$ cat src/rtl/apb_arb_pkg.sv
// Shared types and defaults for the APB requester arbiter.
package apb_arb_pkg;

  typedef enum logic [1:0] {
    IDLE   = 2'd0,
    SETUP  = 2'd1,
    ACCESS = 2'd2
  } arb_state_e;

  localparam int unsigned DEF_NUM_REQ    = 2;
  localparam int unsigned DEF_ADDR_WIDTH = 8;
  localparam int unsigned DEF_DATA_WIDTH = 32;
  localparam int unsigned DEF_TIMEOUT    = 16;

  // Grant index width; never narrower than one bit so single-bit slices stay legal.
  function automatic int unsigned gnt_width(input int unsigned n);
    return (n < 2) ? 1 : $clog2(n);
  endfunction

  localparam int unsigned DEF_GNT_WIDTH = gnt_width(DEF_NUM_REQ);

endpackage

$ cat src/rtl/dff.sv
// Enable flop cell with asynchronous active-low reset to a parameterised value.
module dff #(
  parameter int unsigned      WIDTH   = 1,
  parameter logic [WIDTH-1:0] RST_VAL = '0
) (
  input  logic             clk_i,
  input  logic             rst_ni,
  input  logic             en_i,
  input  logic [WIDTH-1:0] d_i,
  output logic [WIDTH-1:0] q_o
);

  // Storage: load d when enabled, reset value on rst_ni low.
  always_ff @(posedge clk_i or negedge rst_ni) begin
    if (!rst_ni) begin
      q_o <= RST_VAL;
    end else if (en_i) begin
      q_o <= d_i;
    end
  end

endmodule

$ cat src/rtl/rr_pick.sv
// Combinational round-robin selector: first valid requester after last_i, wrapping.
module rr_pick #(
  parameter int unsigned NUM_REQ = 2,
  parameter int unsigned GW      = 1
) (
  input  logic [NUM_REQ-1:0] valid_i,
  input  logic [GW-1:0]      last_i,
  output logic               found_c_o,
  output logic [GW-1:0]      idx_c_o
);

  logic [31:0] cand;

  // Scan offsets 1..NUM_REQ so last_i itself is the lowest priority.
  always_comb begin
    found_c_o = 1'b0;
    idx_c_o   = '0;
    cand      = '0;
    for (int unsigned off = 1; off <= NUM_REQ; off++) begin
      cand = 32'(last_i) + 32'(off);
      if (cand >= 32'(NUM_REQ)) begin
        cand = cand - 32'(NUM_REQ);
      end
      if (!found_c_o && valid_i[cand[GW-1:0]]) begin
        found_c_o = 1'b1;
        idx_c_o   = cand[GW-1:0];
      end
    end
  end

endmodule

$ cat src/rtl/apb_req_arbiter.sv
// Round-robin arbiter sharing one APB completer port among NUM_REQ requesters.
module apb_req_arbiter
  import apb_arb_pkg::*;
#(
  parameter int unsigned NUM_REQ    = DEF_NUM_REQ,
  parameter int unsigned ADDR_WIDTH = DEF_ADDR_WIDTH,
  parameter int unsigned DATA_WIDTH = DEF_DATA_WIDTH,
  parameter int unsigned TIMEOUT    = DEF_TIMEOUT
) (
  input  logic                           pclk,
  input  logic                           presetn,
  input  logic [NUM_REQ-1:0]             req_valid,
  input  logic [NUM_REQ-1:0]             req_write,
  input  logic [NUM_REQ*ADDR_WIDTH-1:0]  req_addr,
  input  logic [NUM_REQ*DATA_WIDTH-1:0]  req_wdata,
  output logic [NUM_REQ-1:0]             req_ready,
  output logic [NUM_REQ-1:0]             rsp_valid,
  output logic [DATA_WIDTH-1:0]          rsp_rdata,
  output logic                           rsp_err,
  output logic                           psel,
  output logic                           penable,
  output logic                           pwrite,
  output logic [ADDR_WIDTH-1:0]          paddr,
  output logic [DATA_WIDTH-1:0]          pwdata,
  input  logic [DATA_WIDTH-1:0]          prdata,
  input  logic                           pready,
  input  logic                           pslverr
);

  localparam int unsigned GW      = gnt_width(NUM_REQ);
  localparam int unsigned CW      = $clog2(TIMEOUT);
  localparam int unsigned CMD_W   = 1 + ADDR_WIDTH + DATA_WIDTH;
  localparam logic [GW-1:0] LAST_RST = GW'(NUM_REQ - 1);
  localparam logic [CW-1:0] CNT_LAST = CW'(TIMEOUT - 1);

  arb_state_e              state_q, state_d;
  logic [1:0]              state_raw_q;
  logic [GW-1:0]           grant_q;
  logic [GW-1:0]           last_grant_q;
  logic [CW-1:0]           cnt_q, cnt_d;
  logic                    cmd_en;
  logic                    lg_en;
  logic [CMD_W-1:0]        cmd_d, cmd_q;

  logic                    pick_found;
  logic [GW-1:0]           pick_idx;

  logic [NUM_REQ-1:0]      req_ready_d, req_ready_q;
  logic [NUM_REQ-1:0]      rsp_valid_d, rsp_valid_q;
  logic [DATA_WIDTH-1:0]   rsp_rdata_d, rsp_rdata_q;
  logic                    rsp_err_d, rsp_err_q;
  logic                    rsp_fire;
  logic                    psel_q, penable_q;

  // Round-robin winner among pending requesters.
  rr_pick #(
    .NUM_REQ (NUM_REQ),
    .GW      (GW)
  ) u_pick (
    .valid_i   (req_valid),
    .last_i    (last_grant_q),
    .found_c_o (pick_found),
    .idx_c_o   (pick_idx)
  );

  // Winner's command, captured on the IDLE->SETUP decision.
  assign cmd_d = {req_write[pick_idx],
                  req_addr[32'(pick_idx) * ADDR_WIDTH +: ADDR_WIDTH],
                  req_wdata[32'(pick_idx) * DATA_WIDTH +: DATA_WIDTH]};

  dff #(.WIDTH(2)) u_state (
    .clk_i (pclk), .rst_ni (presetn), .en_i (1'b1),
    .d_i   (state_d), .q_o (state_raw_q)
  );
  assign state_q = arb_state_e'(state_raw_q);

  dff #(.WIDTH(GW)) u_grant (
    .clk_i (pclk), .rst_ni (presetn), .en_i (cmd_en),
    .d_i   (pick_idx), .q_o (grant_q)
  );

  dff #(.WIDTH(GW), .RST_VAL(LAST_RST)) u_last_grant (
    .clk_i (pclk), .rst_ni (presetn), .en_i (lg_en),
    .d_i   (grant_q), .q_o (last_grant_q)
  );

  dff #(.WIDTH(CMD_W)) u_cmd (
    .clk_i (pclk), .rst_ni (presetn), .en_i (cmd_en),
    .d_i   (cmd_d), .q_o (cmd_q)
  );

  dff #(.WIDTH(CW)) u_cnt (
    .clk_i (pclk), .rst_ni (presetn), .en_i (1'b1),
    .d_i   (cnt_d), .q_o (cnt_q)
  );

  // APB address/data come straight from the command register, so they hold while idle.
  assign {pwrite, paddr, pwdata} = cmd_q;

  // Next-state and response decode.
  always_comb begin
    state_d     = state_q;
    cmd_en      = 1'b0;
    lg_en       = 1'b0;
    cnt_d       = cnt_q;
    rsp_fire    = 1'b0;
    rsp_err_d   = 1'b0;
    rsp_rdata_d = '0;
    req_ready_d = '0;
    case (state_q)
      IDLE: begin
        cnt_d = '0;
        if (pick_found) begin
          state_d     = SETUP;
          cmd_en      = 1'b1;
          req_ready_d = NUM_REQ'(1) << pick_idx;
        end
      end
      SETUP: begin
        state_d = ACCESS;
        lg_en   = 1'b1;
        cnt_d   = '0;
      end
      ACCESS: begin
        if (pready) begin
          state_d     = IDLE;
          rsp_fire    = 1'b1;
          rsp_err_d   = pslverr;
          rsp_rdata_d = pwrite ? '0 : prdata;
        end else if (cnt_q == CNT_LAST) begin
          state_d     = IDLE;
          rsp_fire    = 1'b1;
          rsp_err_d   = 1'b1;
        end else begin
          cnt_d = cnt_q + CW'(1);
        end
      end
      default: begin
        state_d = IDLE;
      end
    endcase
  end

  assign rsp_valid_d = rsp_fire ? (NUM_REQ'(1) << grant_q) : '0;

  // Registered handshake, response and APB phase outputs.
  always_ff @(posedge pclk or negedge presetn) begin
    if (!presetn) begin
      req_ready_q <= '0;
      rsp_valid_q <= '0;
      rsp_rdata_q <= '0;
      rsp_err_q   <= 1'b0;
      psel_q      <= 1'b0;
      penable_q   <= 1'b0;
    end else begin
      req_ready_q <= req_ready_d;
      rsp_valid_q <= rsp_valid_d;
      rsp_rdata_q <= rsp_rdata_d;
      rsp_err_q   <= rsp_err_d;
      psel_q      <= (state_d != IDLE);
      penable_q   <= (state_d == ACCESS);
    end
  end

  assign req_ready = req_ready_q;
  assign rsp_valid = rsp_valid_q;
  assign rsp_rdata = rsp_rdata_q;
  assign rsp_err   = rsp_err_q;
  assign psel      = psel_q;
  assign penable   = penable_q;

endmodule

$ cat config.mk
export PLATFORM = sky130hd
export DESIGN_NAME = apb_req_arbiter
export DESIGN_NICKNAME = d
export VERILOG_FILES = /design/src/rtl/apb_arb_pkg.sv /design/src/rtl/dff.sv /design/src/rtl/rr_pick.sv /design/src/rtl/apb_req_arbiter.sv
export SDC_FILE = /design/constraint.sdc
export NUM_CORES = 1
export LEC_CHECK = 0
export ABC_AREA = 1
export BUFFER_PORTS_ARGS = -buffer_cell sky130_fd_sc_hd__buf_2
export CAP_MARGIN = 20
export CORE_MARGIN = 2
export CORE_UTILIZATION = 49
export CTS_CLUSTER_DIAMETER = 120
export DETAILED_ROUTE_END_ITERATION = 8
export GPL_TIMING_DRIVEN = 0
export HOLD_SLACK_MARGIN = 0.06
export PLACE_DENSITY = 0.9
export SLEW_MARGIN = 20
export SYNTH_ARGS = -nofsm -noshare
export SYNTH_HDL_FRONTEND = slang
export SYNTH_SLANG_ARGS = --single-unit
$ cat constraint.sdc
create_clock -name pclk -period 3.35 [get_ports pclk]
set_input_delay 0.5025 -clock pclk [delete_from_list [all_inputs] [get_ports pclk]]
set_output_delay 0.5025 -clock pclk [all_outputs]
set_load 0.005 [all_outputs]
* Yosys cells after proc, flatten, opt, wreduce, memory -nomap -nowiden
Index checks and enable logic that the tools add are counted.
** Storage, ports and cells
- Register bits after elaboration :: 88
- Output and inout bits :: 80
** Cells by class
- Mux-type cells :: 33
- Shift operators :: 4
- $lt $le $gt $ge :: 5
- Reduce and logical (&&, ||, !) cells :: 7
- Add/subtract/negate cells :: 5
- Equality and inequality tests :: 6
** Operators by type and width (count)
- 2-to-1 mux 32 bit :: 3
- indexed part select 64 x 7 -> 32 bit :: 1
- 2-to-1 mux 1 bit :: 20
- indexed part select 16 x 5 -> 8 bit :: 1
- 2-to-1 mux 2 bit :: 6
- 2-to-1 mux 4 bit :: 2
- one-hot mux 4 bit (2 select lines) :: 1
- < comparator 1 x 2 -> 1 bit, second input constant :: 3
- one-hot mux 2 bit (3 select lines) :: 1
- adder 4 x 1 -> 4 bit, second input constant :: 1
- equality test 2 bit, second input constant :: 2
- equality test 4 bit, second input constant :: 1
- != test 2 bit, second input constant :: 2
- nonzero test 2 bit :: 2
- left shift 1 x 1 -> 2 bit, first input constant :: 2
- adder 1 x 2 -> 3 bit, second input constant :: 1
- greater-or-equal comparator 3 x 2 -> 1 bit, second input constant :: 1
- AND reduction 3 bit :: 1
- adder 1 x 1 -> 2 bit, second input constant :: 1
- equality test 2 x 1 -> 1 bit, second input constant :: 1
- greater-or-equal comparator 2 bit, second input constant :: 1
- logical NOT 2 bit :: 1
- OR reduction 2 bit :: 1
- subtractor 1 bit, second input constant :: 2
- other kinds (2) :: 2

* Depth between registers and ports, before layout
- Depth after elaboration :: 12
- Mapped depth :: 7
- Depth with buffers taken out :: 6

* Hierarchy
A second synthesis with hierarchy kept.
** Second synthesis, totals
- Cells, all modules :: 505
- Area, all modules :: 3956.3 sq um
** By module, submodules not included
- apb_req_arbiter :: times used 1, cells an instance 292, area an instance 2016.9 sq um
- dff (u_cmd) :: times used 1, cells an instance 174, area an instance 1617.8 sq um
- dff (u_cnt) :: times used 1, cells an instance 17, area an instance 148.9 sq um
- dff (u_state) :: times used 1, cells an instance 9, area an instance 76.3 sq um
- dff (u_last_grant) :: times used 1, cells an instance 5, area an instance 41.3 sq um
- dff (u_grant) :: times used 1, cells an instance 5, area an instance 40.0 sq um
- rr_pick :: times used 1, cells an instance 3, area an instance 15.0 sq um

* Worst setup path before layout
Ideal clock, no wire load.
- Kind :: in2reg
- From :: input req_valid[1]
- To :: register u_cmd.q_o[10]
- Slack :: 2.067 ns
- Stages :: 7
- Required time :: 3.234 ns
- Path buffers :: 2
- Arrival time :: 1.167 ns
- Cell sequence :: buf_2 > nor2_4 > nor2_8 > inv_4 > buf_6 > nand2_1 > nand2_1
** On the way
- Cells in the longest elaborated chain, start to end :: 8
- Elaborated cells on any way between the ends :: 13
- Classes of those cells :: shift: 1; mux: 10; reduce/logical: 2
** RTL lines
- start: declaration :: RTL line apb_req_arbiter.sv:12 : input logic [NUM_REQ-1:0] req_valid,
- parallel branches: the longest is 8 deep, another holds indexed part select 64 x 7 -> 32 bit
- end signal: assignment :: RTL line dff.sv:18 : q_o <= d_i;
- end: declaration :: RTL line dff.sv:10 : output logic [WIDTH-1:0] q_o
Several ways; the timed one is not identified. The select of a mux whose other input is x is not followed.
A chain may end at the register's enable or synchronous reset.

* Worst setup path in the final report
- From :: register u_cmd.q_o[40]
- To :: output pwrite
** RTL lines
- end: declaration :: RTL line apb_req_arbiter.sv:22 : output logic pwrite,
No word-level cell between the ends.

==> summary.md <==
| Metric | Value |
|---|---|
| Placed instance count | `776` |
| Core area | `7690 sq um` |
| Die ar. | `8610 sq um` |
| Top-level I/O count | `200` |
| Cell type contributing the most total cell area after synthesis | `dfrtp_1` |
| RePlAce Congestion | `0.831` |
| Longest individual stage delay on the worst path | `0.43 ns` |
| Primary FF master, synth | `dfrtp_1` |
| Arrival time at the worst endpoint | `0.91 ns` |
| Buffer cell driving the clock tree root | `clkbuf_8` |
| Pwr/cell area | `712 nW/um^2` |
| Crit-path cells | `buf_2` |
| Clock network fraction of total power | `21.3%` |
| Bufs and invs on worst path | `1` |
| Post-CTS Setup Bufs | `0` |
| Clock-pin slew of the registers on the worst-case setup and hold paths | `0.09 ns` |
| Placed wire-length estimate | `8000 um` |
| Most frequent cell after synthesis | `nand2_1` |
| Number of DRC markers after the initial detailed-route iteration | `159` |
| Die width | `92.8 um` |
| Least-Margin Pin Slew | `0.504 ns` |
| Flops & latches, synth | `88` |
| Layout overhead on the synthesized area | `35.4%` |
| Number of buffers inserted by port buffering | `198` |
| Final setup fails | `0` |
| EDFF count, synth | `0` |
| Hold-fix buffer count after cts | `0` |
| Slowest-stage cell, CP | `dfrtp_1` |
| Setup repair after global routing missed its margin | `false` |
| CTS tree | `done` |
| Startpoint kind of the worst setup timing path | `flip-flop` |
| Reported max-cap violation count | `0` |
| DRT Pass-1 Iters | `4` |
| Worst-skew pair later-pin latency | `0.34 ns` |
| Ratio of final minimum period to clock period | `42.3%` |
| Static leakage | `3.33 nW` |
| Fraction of registers with async set or reset after synthesis | `100%` |
| Total net switching power | `1.32 mW` |
| Average cell area after synthesis | `8.13 sq um` |
| Hold Worst Slack | `0.115 ns` |
| Average wire per standard cell | `13.0 um` |
| Tmin final | `1.42 ns` |
| H-tree depth | `3` |
| Initial antenna violation count | `0` |
| Mapped Area | `3860 sq um` |
| Layout cells sized above 1 | `36.1%` |
| Number of max-slew violations in the final report | `0` |
| N_diodes | `0` |
| Wirelength, routed | `10,300 um` |
| Clock buffer count from CTS | `9` |
| Row count | `32` |
| Combinational share of power | `36.7%` |
| Worst Path Class, Setup | `reg -> out` |
| Post-Route Setup TNS | `0 ns` |
| Total Routing Usage GR | `23.3%` |
| Net count, final | `806` |
| Dominant cells by area after synthesis | `dfrtp_1 56%, nand2_1 22%, nand3_1 6.5%` |
| Number of vias in the routed layout | `3,774` |
| Number of failing hold endpoints at the final stage | `0` |
| Result of the run | `complete, no violations` |
| Number of global-route vias before repair | `3,532` |
| Slew margin rel. | `66.4%` |
| Portion of total power attributed to sequential cells | `42.0%` |
| Starting utilization of the core area | `50.3%` |
| Pin count of the biggest net entering global routing | `51` |
| Most common library cells after synthesis | `222 x nand2_1, 87 x dfrtp_1, 50 x nand3_1` |
| Nets in the synthesized netlist | `596` |
| Category of cells accounting for the largest share of critical-path delay | `flip-flops` |
| Post-CTS resize count | `0` |
| Highest ir drop seen on vdd | `0.000493 V` |
| Crit-path max FO | `3` |
| Required arrival time at the worst endpoint | `2.85 ns` |
| Synth Warn # | `0` |
| Final design instance area without fill | `5230 sq um` |
| Total power after layout | `3.73 mW` |
| Area of placed instances | `5010 sq um` |
| Sequential area share after synthesis | `57.0%` |
| Skew final | `0.00914 ns` |
| Cell Count, Final, Fillers Out | `791` |
| Avg Vias per Cell | `4.77` |
| Routed Antenna Nets | `0` |
| Critical path capture point type | `output port` |
| Remaining design rule violation count | `0` |
| Area fraction of the dominant cell type after synthesis | `56.3%` |
| Classification of the worst-slack hold path | `in -> async` |
| Maximum number of buffers from clock root to sink | `2` |
| Number of instances in the synthesized netlist | `475` |
| Number of distinct library cells after synthesis | `21` |
| Switching share of power | `35.4%` |
| # clock sinks | `88` |
| Global-route congestion overflow total | `0` |
| Die height | `92.8 um` |
| Design internal power | `2.41 mW` |
| Max Freq | `706 MHz` |
| First-pass GRT wire length | `15,800 um` |
## logic make-up after synthesis
| group | count (synthesis) | synth area share (%) |
|---|---|---|
| xor gates and xnor gates | 1 | 0.227 |
| DFF | 88 | 57.0 |
| and+or+nand+nor | 318 | 33.6 |
| buffers and inverters | 64 | 8.23 |
| AOI/OAI and AO/OA | 3 | 0.551 |
| adders and majority gates | 1 | 0.324 |
## state kept, by name (all words and copies together) (netlist names), 2 cells and up
signal and flops:
req_ready 2, u_cmd.q_o 41, rsp_valid 2, u_state.q_o 2, rsp_rdata 32, u_cnt.q_o 4
## path summary, 6_finish.rpt
check,startpoint,endpoint,slack [ns],cells past startpoint
setup / recovery,u_cmd.q_o[40],pwrite,1.93,1
hold / removal,presetn,u_cmd.q_o[25],0.12,1
setup reg to reg,u_last_grant.q_o,u_cmd.q_o[33],1.99,7
hold reg to reg,u_grant.q_o,rsp_valid[0],0.42,1
max in group asynchronous,presetn,u_last_grant.q_o,2.58,2
min in group pclk,prdata[28],rsp_rdata[28],0.36,3
## layer usage
layer	share of wire [%]	vias up	GRT usage (%)
met5	0	-	0
met2	50	186	42.0
li1	-	1852	-
met4	2.2	0	8.70
met1	38	1715	26.8
met3	9.2	21	5.70
## stage by stage
step	util, %	setup slack [ns]
2_1_floorplan	-	2.07
5_1_grt	68.1	1.90
6_report	68.1	1.93
3_3_place_gp	64.8	1.11
3_5_place_dp	65.2	1.85
4_1_cts	68.1	1.90
## power by group through the flow
stage                     combinational, mW  clock [mW]  sequential (mW)
final                                  1.37       0.793             1.57
after floorplan                       0.735           0             1.60
after CTS                              1.39       0.805             1.56
after global routing                   1.55       0.848             1.60
after global placement                 1.33           0             1.56
after detailed placement               1.38           0             1.58
## layout by cell type, fill, tap and decap left out, drive strengths merged
cell | Yosys | routed
a21oi | 1 | 1
buf | 24 | 223
bufinv | 0 | 2
clkbuf | 0 | 10
clkinv | 0 | 2
clkinvlp | 0 | 1
dfrtp | 87 | 87
dfstp | 1 | 1
ha | 1 | 1
inv | 40 | 40
nand2 | 225 | 225
nand3 | 50 | 50
nand4 | 1 | 1
nor2 | 42 | 42
o21ai | 1 | 1
o21bai | 1 | 1
xor2 | 1 | 1
## area by class of cell
type                    instances  area, sq um
fillers                       607         2460
repair buffers                199         1020
well taps                     102          128
inverters                      40          153
multi-input cells             323         1340
plain buffers                  24          165
clock buffers                  10          138
clock inverters                 5         81.3
flip-flops and latches         88         2200
Power figures use the tool's default switching activity.
